**src/rtl/pmul_result_serializer_if.sv**
```systemverilog
// Bundle for the P_MUL product input and the narrow output word stream,
// plus the FIFO status outputs of the serializer.
interface pmul_result_serializer_if #(
   parameter int DATA_W = 96,
   parameter int WORD_W = 32,
   parameter int DEPTH  = 4
);
   localparam int CNT_W = $clog2(DEPTH) + 1;

   logic              in_valid;
   logic [DATA_W-1:0] in_data;
   logic              out_valid;
   logic              out_ready;
   logic [WORD_W-1:0] out_data;
   logic              out_last;
   logic [CNT_W-1:0]  fifo_cnt;
   logic              overflow;
   logic [7:0]        drop_cnt;

   // Environment side: feeds products, consumes words, observes status
   modport master (
      output in_valid, in_data, out_ready,
      input  out_valid, out_data, out_last, fifo_cnt, overflow, drop_cnt
   );

   // Serializer side
   modport slave (
      input  in_valid, in_data, out_ready,
      output out_valid, out_data, out_last, fifo_cnt, overflow, drop_cnt
   );
endinterface

```
**src/rtl/pmul_result_serializer.sv**
```systemverilog
// Buffers 96-bit P_MUL products in a small FIFO (P_MUL cannot be stalled)
// and streams each one out least-significant word first on a valid/ready
// bus. Products arriving while the FIFO is full are dropped and counted.
module pmul_result_serializer #(
   parameter int DATA_W = 96,
   parameter int WORD_W = 32,
   parameter int DEPTH  = 4
) (
   input  logic clk,
   input  logic rst_n,
   pmul_result_serializer_if.slave bus
);
   localparam int BEATS  = DATA_W / WORD_W;
   localparam int BEAT_W = (BEATS > 1) ? $clog2(BEATS) : 1;
   localparam int PTR_W  = (DEPTH > 1) ? $clog2(DEPTH) : 1;
   localparam int CNT_W  = $clog2(DEPTH) + 1;
   localparam logic [BEAT_W-1:0] LAST_BEAT = BEAT_W'(BEATS - 1);
   localparam logic [CNT_W-1:0]  FULL_CNT  = CNT_W'(DEPTH);

   logic [DATA_W-1:0] mem [DEPTH];
   logic [PTR_W-1:0]  wr_ptr;
   logic [PTR_W-1:0]  rd_ptr;
   logic [CNT_W-1:0]  cnt;
   logic [CNT_W-1:0]  cnt_next;
   logic [BEAT_W-1:0] beat_idx;
   logic              valid_q;
   logic              ovf_q;
   logic [7:0]        drop_q;
   logic              full;
   logic              xfer;
   logic              pop;
   logic              push;
   logic              drop;
   logic [DATA_W-1:0] head;

   // Handshake decode: a pop frees a slot in the same cycle, so a full FIFO
   // still accepts a product when its head is leaving
   always_comb begin
      full     = (cnt == FULL_CNT);
      xfer     = valid_q && bus.out_ready;
      pop      = xfer && (beat_idx == LAST_BEAT);
      push     = bus.in_valid && (!full || pop);
      drop     = bus.in_valid && !push;
      cnt_next = cnt + CNT_W'(push) - CNT_W'(pop);
   end

   // Product storage; contents need no reset because the count gates them
   always_ff @(posedge clk) begin
      if (push) begin
         mem[wr_ptr] <= bus.in_data;
      end
   end

   // Pointers, occupancy, word position and loss tracking
   always_ff @(posedge clk or negedge rst_n) begin
      if (!rst_n) begin
         wr_ptr   <= '0;
         rd_ptr   <= '0;
         cnt      <= '0;
         valid_q  <= 1'b0;
         beat_idx <= '0;
         ovf_q    <= 1'b0;
         drop_q   <= '0;
      end else begin
         cnt     <= cnt_next;
         valid_q <= (cnt_next != '0);
         if (push) begin
            wr_ptr <= wr_ptr + PTR_W'(1);
         end
         if (pop) begin
            rd_ptr   <= rd_ptr + PTR_W'(1);
            beat_idx <= '0;
         end else if (xfer) begin
            beat_idx <= beat_idx + BEAT_W'(1);
         end
         if (drop) begin
            ovf_q <= 1'b1;
            if (drop_q != 8'hFF) begin
               drop_q <= drop_q + 8'd1;
            end
         end
      end
   end

   // Word select from the head entry; forced to zero while nothing is held so
   // reset clears the visible word immediately
   always_comb begin
      head          = mem[rd_ptr];
      bus.out_valid = valid_q;
      bus.out_data  = valid_q ? head[WORD_W*beat_idx +: WORD_W] : '0;
      bus.out_last  = valid_q && (beat_idx == LAST_BEAT);
      bus.fifo_cnt  = cnt;
      bus.overflow  = ovf_q;
      bus.drop_cnt  = drop_q;
   end
endmodule

```
**src/flat_wrapper.sv**
```systemverilog
// flat-port wrapper written by rule: the top's interface ports become plain ports
module pmul_result_serializer_flat 
#(
   parameter int DATA_W = 96,
   parameter int WORD_W = 32,
   parameter int DEPTH  = 4
)
  (clk, rst_n, bus_in_valid, bus_in_data, bus_out_ready, bus_out_valid, bus_out_data, bus_out_last, bus_fifo_cnt, bus_overflow, bus_drop_cnt);
  pmul_result_serializer_if #(.DATA_W(DATA_W), .WORD_W(WORD_W), .DEPTH(DEPTH)) bus_i ();
  input  logic clk;
  input  logic rst_n;
  input wire logic [$bits(bus_i.in_valid)-1:0] bus_in_valid;
  input wire logic [$bits(bus_i.in_data)-1:0] bus_in_data;
  input wire logic [$bits(bus_i.out_ready)-1:0] bus_out_ready;
  output wire logic [$bits(bus_i.out_valid)-1:0] bus_out_valid;
  output wire logic [$bits(bus_i.out_data)-1:0] bus_out_data;
  output wire logic [$bits(bus_i.out_last)-1:0] bus_out_last;
  output wire logic [$bits(bus_i.fifo_cnt)-1:0] bus_fifo_cnt;
  output wire logic [$bits(bus_i.overflow)-1:0] bus_overflow;
  output wire logic [$bits(bus_i.drop_cnt)-1:0] bus_drop_cnt;
  assign bus_i.in_valid = bus_in_valid;
  assign bus_i.in_data = bus_in_data;
  assign bus_i.out_ready = bus_out_ready;
  assign bus_out_valid = bus_i.out_valid;
  assign bus_out_data = bus_i.out_data;
  assign bus_out_last = bus_i.out_last;
  assign bus_fifo_cnt = bus_i.fifo_cnt;
  assign bus_overflow = bus_i.overflow;
  assign bus_drop_cnt = bus_i.drop_cnt;
  pmul_result_serializer #(.DATA_W(DATA_W), .WORD_W(WORD_W), .DEPTH(DEPTH)) u_core (.clk(clk), .rst_n(rst_n), .bus(bus_i));
endmodule
```
**config.mk**
```make
export PLATFORM = sky130hd
export DESIGN_NAME = pmul_result_serializer_flat
export DESIGN_NICKNAME = d
export VERILOG_FILES = /design/src/rtl/pmul_result_serializer_if.sv /design/src/rtl/pmul_result_serializer.sv /design/src/flat_wrapper.sv
export SDC_FILE = /design/constraint.sdc
export NUM_CORES = 1
export LEC_CHECK = 0
export CAP_MARGIN = 20
export CORE_MARGIN = 5
export CORE_UTILIZATION = 58
export CTS_BUF_LIST = sky130_fd_sc_hd__clkbuf_8
export DETAILED_ROUTE_END_ITERATION = 16
export DONT_BUFFER_PORTS = 1
export PLACE_DENSITY = 0.79
export SLEW_MARGIN = 10
export SYNTH_ARGS = -nofsm -noshare
export SYNTH_HDL_FRONTEND = slang
export SYNTH_SLANG_ARGS = --single-unit
```
**constraint.sdc**
```tcl
create_clock -name clk -period 3.88 [get_ports clk]
set_clock_uncertainty 0.1 [all_clocks]
set_input_delay 0.776 -clock clk [delete_from_list [all_inputs] [get_ports clk]]
set_output_delay 0.776 -clock clk [all_outputs]
set_load 0.01 [all_outputs]
```
==> results of run 1 <==
what timing repair did:
action / CTS / global route
hold buffers: 1 / 0
hold endpoints to repair: 19 / 0
endpoints found under the setup margin: 0 / 2
resized for setup: 0 / 2
per-stage QoR:
stage	setup slack [ns]	hold WS (ns)	instance area, um2	utilization, %	instances
floorplan	0.838	0.380	15800	-	769
global placement	0.783	0.381	16200	60.4	1096
detailed placement	0.710	0.381	16200	60.4	1096
CTS	0.0630	0.140	17400	64.6	1207
global route	0.122	0.133	17400	64.7	1207
finish	0.294	0.182	17400	64.7	1207
power by group:
| group | leakage [nW] | switching [mW] | internal, mW |
|---|---|---|---|
| Clock | 0.661 | 1.50 | 1.67 |
| Combinational | 1.31 | 2.21 | 1.71 |
| Sequential | 3.75 | 0.458 | 5.74 |
state kept, by name, summed over array words and instances, names as in the netlist:
signal	count
u_core.beat_idx	2
u_core.bus.drop_cnt	8
u_core.bus.fifo_cnt	3
u_core.bus.out_valid	1
u_core.bus.overflow	1
u_core.mem	384
u_core.rd_ptr	2
u_core.wr_ptr	2
cell type report:
type	instances	area (um2)
clock buffer	65	895
clock inverter	45	243
fill	1741	9500
inverter	9	33.8
multi-input combinational	316	3490
sequential	403	12000
tap	341	427
timing repair buffer	28	275
logic make-up (layout without fill, tap and decap cells):
| family | after synthesis | count (layout) | synth area share [%] |
|---|---|---|---|
| AOI/OAI and AO/OA | 68 | 68 | 3.30 |
| xor gates and xnor gates | 12 | 12 | 0.666 |
| adders and majority gates | 8 | 8 | 0.682 |
| buffers and inverters | 50 | 147 | 1.97 |
| DFF | 403 | 403 | 76.1 |
| muxes | 130 | 130 | 13.8 |
| and+or+nand+nor | 98 | 98 | 3.46 |
per-layer routing:
metal / global-route usage (%) / part of all wire, % / vias up
met2: 35.0 / 53 / 256
met4: 6.58 / 2.3 / 0
met3: 7.46 / 8.4 / 62
li1: - / - / 3219
met1: 24.4 / 37 / 3888
met5: 0 / 0 / -
synth_stat cells, types with 2 or more instances:
master,count
o31ai_1,22
dfrtp_1,19
nand2b_1,3
ha_1,7
and2_1,4
buf_4,6
nand2_1,41
edfxtp_1,384
o22ai_1,32
o31ai_2,10
o21ai_0,2
nor4_1,2
and3_1,2
buf_2,14
mux4_2,64
nand3_1,2
nor2b_1,31
xnor2_1,5
buf_6,9
clkbuf_1,11
inv_1,9
nor2_1,4
xor2_1,7
mux2_2,65
path summary, 6_finish.rpt:
check                           depth (start not counted)                               to  slack, ns                       startpoint
worst max-delay path                                    4                 bus_out_data[19]       0.29     u_core.rd_ptr[1]$_DFFE_PN0P_
worst min-delay path                                    0      u_core.mem[1][38]$_DFFE_PP_       0.18                  bus_in_data[38]
worst max register to register                          4      u_core.mem[3][81]$_DFFE_PP_       1.20   u_core.bus.out_valid$_DFF_PN0_
worst min register to register                          1  u_core.bus.overflow$_DFFE_PN0P_       0.46  u_core.bus.overflow$_DFFE_PN0P_
max in group asynchronous                               1     u_core.rd_ptr[1]$_DFFE_PN0P_       2.40                            rst_n
min in group asynchronous                               1   u_core.beat_idx[0]$_DFFE_PN0P_       0.65                            rst_n
==> impl_metrics.csv, run 1 <==
group,metric,value,unit
die,start_util,58.7,%
power_and_ir_drop,total_power,13.3,mW
die,die_y,175,um
global_routing,grt_overflow_total,0,
critical_path,start_kind,"flip-flop",
synth,synth_top_cell_by_area,"edfxtp_1",
critical_path,crit_type,"reg -> out",
synth,netlist_top_cells_area,"edfxtp_1 (73%), mux4_2 (9.1%), mux2_2 (4.6%)",
route,finalWirelength,30.7,mm
final_layout,final_cell_mix,"edfxtp_1 (384), mux2_2 (65), clkbuf_8 (65)",
cts,numCtsBuffers,60,
die,num_rows,60,
route,vias,7425,
route,dr.first_iter.drc_count,515,
die,io_pins,146,
global_routing,grtUsageTotal,20.4,%
critical_path,cp_max_fo,45,
flow_run,maxCapViolations,0,
synth,avgSynthCellArea,20.5,um2
synth,synth_ff_type,"edfxtp_1",
cts,clk_path_buf_depth,3,
route,first_pass_iters,4,
final_layout,n_antenna_cell,0,
sta,fin_tns_setup,0,ns
critical_path,arrival,2.71,ns
global_routing,first_global_vias,8175,
route,drc,0,
critical_path,end_kind,"output port",
synth,synth.net_count,877,
sta,rsz0062_at_grt,"false",
sta,finalSetupViolCount,0,
synth,yosysSeqAreaShare,76.1,%
sta,min_period,3.59,ns
critical_path,critPathTopFamily,"flip-flops",
synth,synth-edff-count,384,
power_and_ir_drop,p_leak,5.72,nW
sta,worst_pin_slew,0.873,ns
run_status,outcome,"completed",
route,wl_per_cell,25.4,um
final_layout,final_common_cell,"edfxtp_1",
critical_path,crit_chain,"buf_4 > mux4_2 > nor2b_1 > o31ai_2",
global_routing,antenna_found_initial,0,
cts,clk_latency,0.58,ns
final_layout,area_growth_syn_to_layout,10.1,%
synth,yosysWarnings,0,
cts,htreeDepth,2,
hold_path,min_path_type,"in -> reg",
power_and_ir_drop,p_per_area,765,nW/um2
cts,cts.clk_slew.worst_paths,0.06,ns
critical_path,crit_buf_inv,1,
power_and_ir_drop,ir_worst_vdd,560,uV
critical_path,crit_path_max_incr_delay,0.92,ns
critical_path,required,3.00,ns
synth,syn-cell-area,15800,um2
synth,ys_ff_latch,403,
die,die_w,175,um
global_routing,grt_max_degree,46,
critical_path,slowest_stage,"dfrtp_4",
synth,synth_top_area_share,73.1,%
die,coreArea,26900,um2
placement,place.gp.congestion,0.772,
cts,clock-sinks,403,
synth,synth_cell_types,38,
cts,root_buffer,"clkbuf_8",
die,die-area,30600,um2
placement,hpwl,19.2,mm
cts,cts_tree,"built",
placement,numPortBuffers,0,
final_layout,num-nets-final,926,
global_routing,grt_pass1_wl,47.7,mm
route,vias_per_cell,6.15,
route,antenna_left,0,
sta,slew_headroom,41.6,%
sta,max_freq,279,MHz
sta,hold_violations,0,
final_layout,drive_gt1_share,29.8,%
synth,synthArstFlopShare,4.71,%
synth,synth_cells,769,
sta,drv_slew,0,
sta,fin_crit_sh,92.4,%
cts,postCtsSetupRepairBufs,0,
No activity file was read; power rests on OpenSTA's default activity.
==> run 2, diff against run 1 <==
MAX_ROUTING_LAYER = met4   (was unset)
==> run 2 against run 1 <==
Net effect: hold slack improved by 0.00081 ns; clock power about the same; cell area unchanged; sequential share of layout area unchanged; power about the same; flip-flop and latch count unchanged; register-to-register slack about the same; global-route usage increased by 0.64 points; wire length increased by 0.41%; critical path depth unchanged; critical path type unchanged; critical endpoint is now bus_out_data[8]; largest cell class unchanged; highest routed layer unchanged.
==> impl_metrics.csv, run 2 (synthesis results as in run 1) <==
group,metric,value,unit
run_status,outcome,"completed",
cts,clock-sinks,403,
final_layout,final_cell_mix,"edfxtp_1 (384), mux2_2 (65), clkbuf_8 (65)",
global_routing,grt_pass1_wl,47.6,mm
power_and_ir_drop,comb_power_share,29.5,%
cts,numCtsBuffers,60,
cts,clk_latency,0.58,ns
cts,root_buffer,"clkbuf_8",
final_layout,n_antenna_cell,0,
power_and_ir_drop,netSwitchingFraction,31.4,%
power_and_ir_drop,pwr-share-seq,46.6,%
final_layout,drive_gt1_share,29.8,%
route,vias_per_cell,6.17,
global_routing,grt_max_degree,46,
sta,fin_crit_sh,92.5,%
critical_path,arrival,2.71,ns
cts,cts_tree,"built",
final_layout,area_growth_syn_to_layout,10.1,%
hold_path,min_path_type,"in -> reg",
final_layout,n_fill_cell,1741,
sta,hold_violations,0,
cts,clk_path_buf_depth,3,
final_layout,finish.utilization,64.7,%
power_and_ir_drop,switchingPower,4.18,mW
critical_path,end_kind,"output port",
die,start_util,58.7,%
sta,max_freq,279,MHz
final_layout,largest_register_ffs,384,
sta,finalSetupViolCount,0,
die,die_y,175,um
critical_path,critPathTopFamily,"flip-flops",
power_and_ir_drop,pwr-share-clk,23.9,%
die,coreArea,26900,um2
route,dr.first_iter.drc_count,515,
cts,cts.clk_slew.worst_paths,0.06,ns
sta,rsz0062_at_grt,"false",
placement,pre_cts_slack,0.710,ns
final_layout,top_register,"u_core.mem",
cts,postCtsSetupRepairBufs,0,
sta,min_period,3.59,ns
global_routing,grt_overflow_total,0,
die,io_pins,146,
sta,drv_slew,0,
route,drc,0,
critical_path,cp_max_fo,45,
final_layout,num-nets-final,926,
placement,place.gp.congestion,0.782,
placement,hpwl,19.2,mm
critical_path,crit_type,"reg -> out",
die,num_rows,60,
route,wl_per_cell,25.5,um
global_routing,grtUsageTotal,21.1,%
global_routing,antenna_found_initial,0,
global_routing,first_global_vias,8167,
critical_path,start_kind,"flip-flop",
critical_path,crit_buf_inv,1,
final_layout,final_common_cell,"edfxtp_1",
route,first_pass_iters,5,
route,finalWirelength,30.8,mm
power_and_ir_drop,p_leak,5.72,nW
sta,holdWs,0.183,ns
cts,htreeDepth,2,
power_and_ir_drop,p_per_area,765,nW/um2
placement,numPortBuffers,0,
critical_path,crit_path_max_incr_delay,0.91,ns
power_and_ir_drop,ir_worst_vdd,559,uV
flow_run,maxCapViolations,0,
route,antenna_left,0,
critical_path,slowest_stage,"dfrtp_4",
die,die-area,30600,um2
sta,slew_headroom,42.1,%
route,vias,7443,
power_and_ir_drop,internal-power,9.12,mW
critical_path,required,3.00,ns
die,die_w,175,um
sta,setup_slack,0.292,ns
sta,worst_pin_slew,0.866,ns
critical_path,crit_chain,"buf_4 > mux4_2 > nor2b_1 > o31ai_1",
sta,fin_tns_setup,0,ns
==> run 2: cell counts in the layout (fill, tap and decap cells not counted) <==
Identical to the previous run, type by type.
==> run 2: per-layer routing <==
metal | track usage [%] | part of all wire [%] | vias up
met3 | 7.40 | 9.1 | 64
met5 | - | 0 | -
met1 | 24.4 | 36 | 3885
met2 | 35.0 | 53 | 277
met4 | 6.58 | 2.3 | 0
li1 | - | - | 3217
==> run 2: final timing paths <==
| kind | start | endpoint | slack (ns) | cells after the start |
|---|---|---|---|---|
| max in group asynchronous | rst_n | u_core.rd_ptr[1]$_DFFE_PN0P_ | 2.40 | 1 |
| hold reg to reg | u_core.bus.overflow$_DFFE_PN0P_ | u_core.bus.overflow$_DFFE_PN0P_ | 0.46 | 1 |
| setup / recovery | u_core.rd_ptr[1]$_DFFE_PN0P_ | bus_out_data[8] | 0.29 | 4 |
| min in group asynchronous | rst_n | u_core.beat_idx[0]$_DFFE_PN0P_ | 0.65 | 1 |
| hold / removal | bus_in_data[11] | u_core.mem[1][11]$_DFFE_PP_ | 0.18 | 0 |
| setup reg to reg | u_core.bus.out_valid$_DFF_PN0_ | u_core.mem[3][81]$_DFFE_PP_ | 1.20 | 4 |
==> run 2: cell type report <==
class / count / area, um2 / area share (%)
clock inverters: 45 / 243 / 1.40
inverters: 9 / 33.8 / 0.194
well taps: 341 / 427 / 2.46
clock buffers: 65 / 895 / 5.15
multi-input cells: 316 / 3490 / 20.1
repair buffers: 28 / 275 / 1.58
flip-flops and latches: 403 / 12000 / 69.2
==> run 2: power groups by stage <==
stage	combinational (mW)	sequential [mW]	clock, mW
floorplan	3.16	6.02	0
global placement	3.86	6.21	0
detailed placement	3.96	6.29	0
CTS	3.98	6.20	3.24
global route	4.21	6.28	3.47
finish	3.92	6.20	3.17
==> run 2: through the flow <==
| stage | cells | power (mW) | area, um2 |
|---|---|---|---|
| after floorplan | 769 | 9.17 | 15800 |
| after global placement | 1096 | 10.1 | 16200 |
| after detailed placement | 1096 | 10.3 | 16200 |
| after CTS | 1207 | 13.4 | 17400 |
| after global routing | 1207 | 14.0 | 17400 |
| final | 1207 | 13.3 | 17400 |
==> run 2: timing repair <==
action                                 4_1_cts  5_1_grt
hold buffers                                 1        0
endpoints found under the hold margin       19        0
setup endpoints to repair                    0        2
resized for setup                            0        2
==> run 3, diff against run 2 <==
SLEW_MARGIN = unset   (was 10)
==> results of run 3 <==
The final DEF is identical to that of run 2; final timing and power are the same.
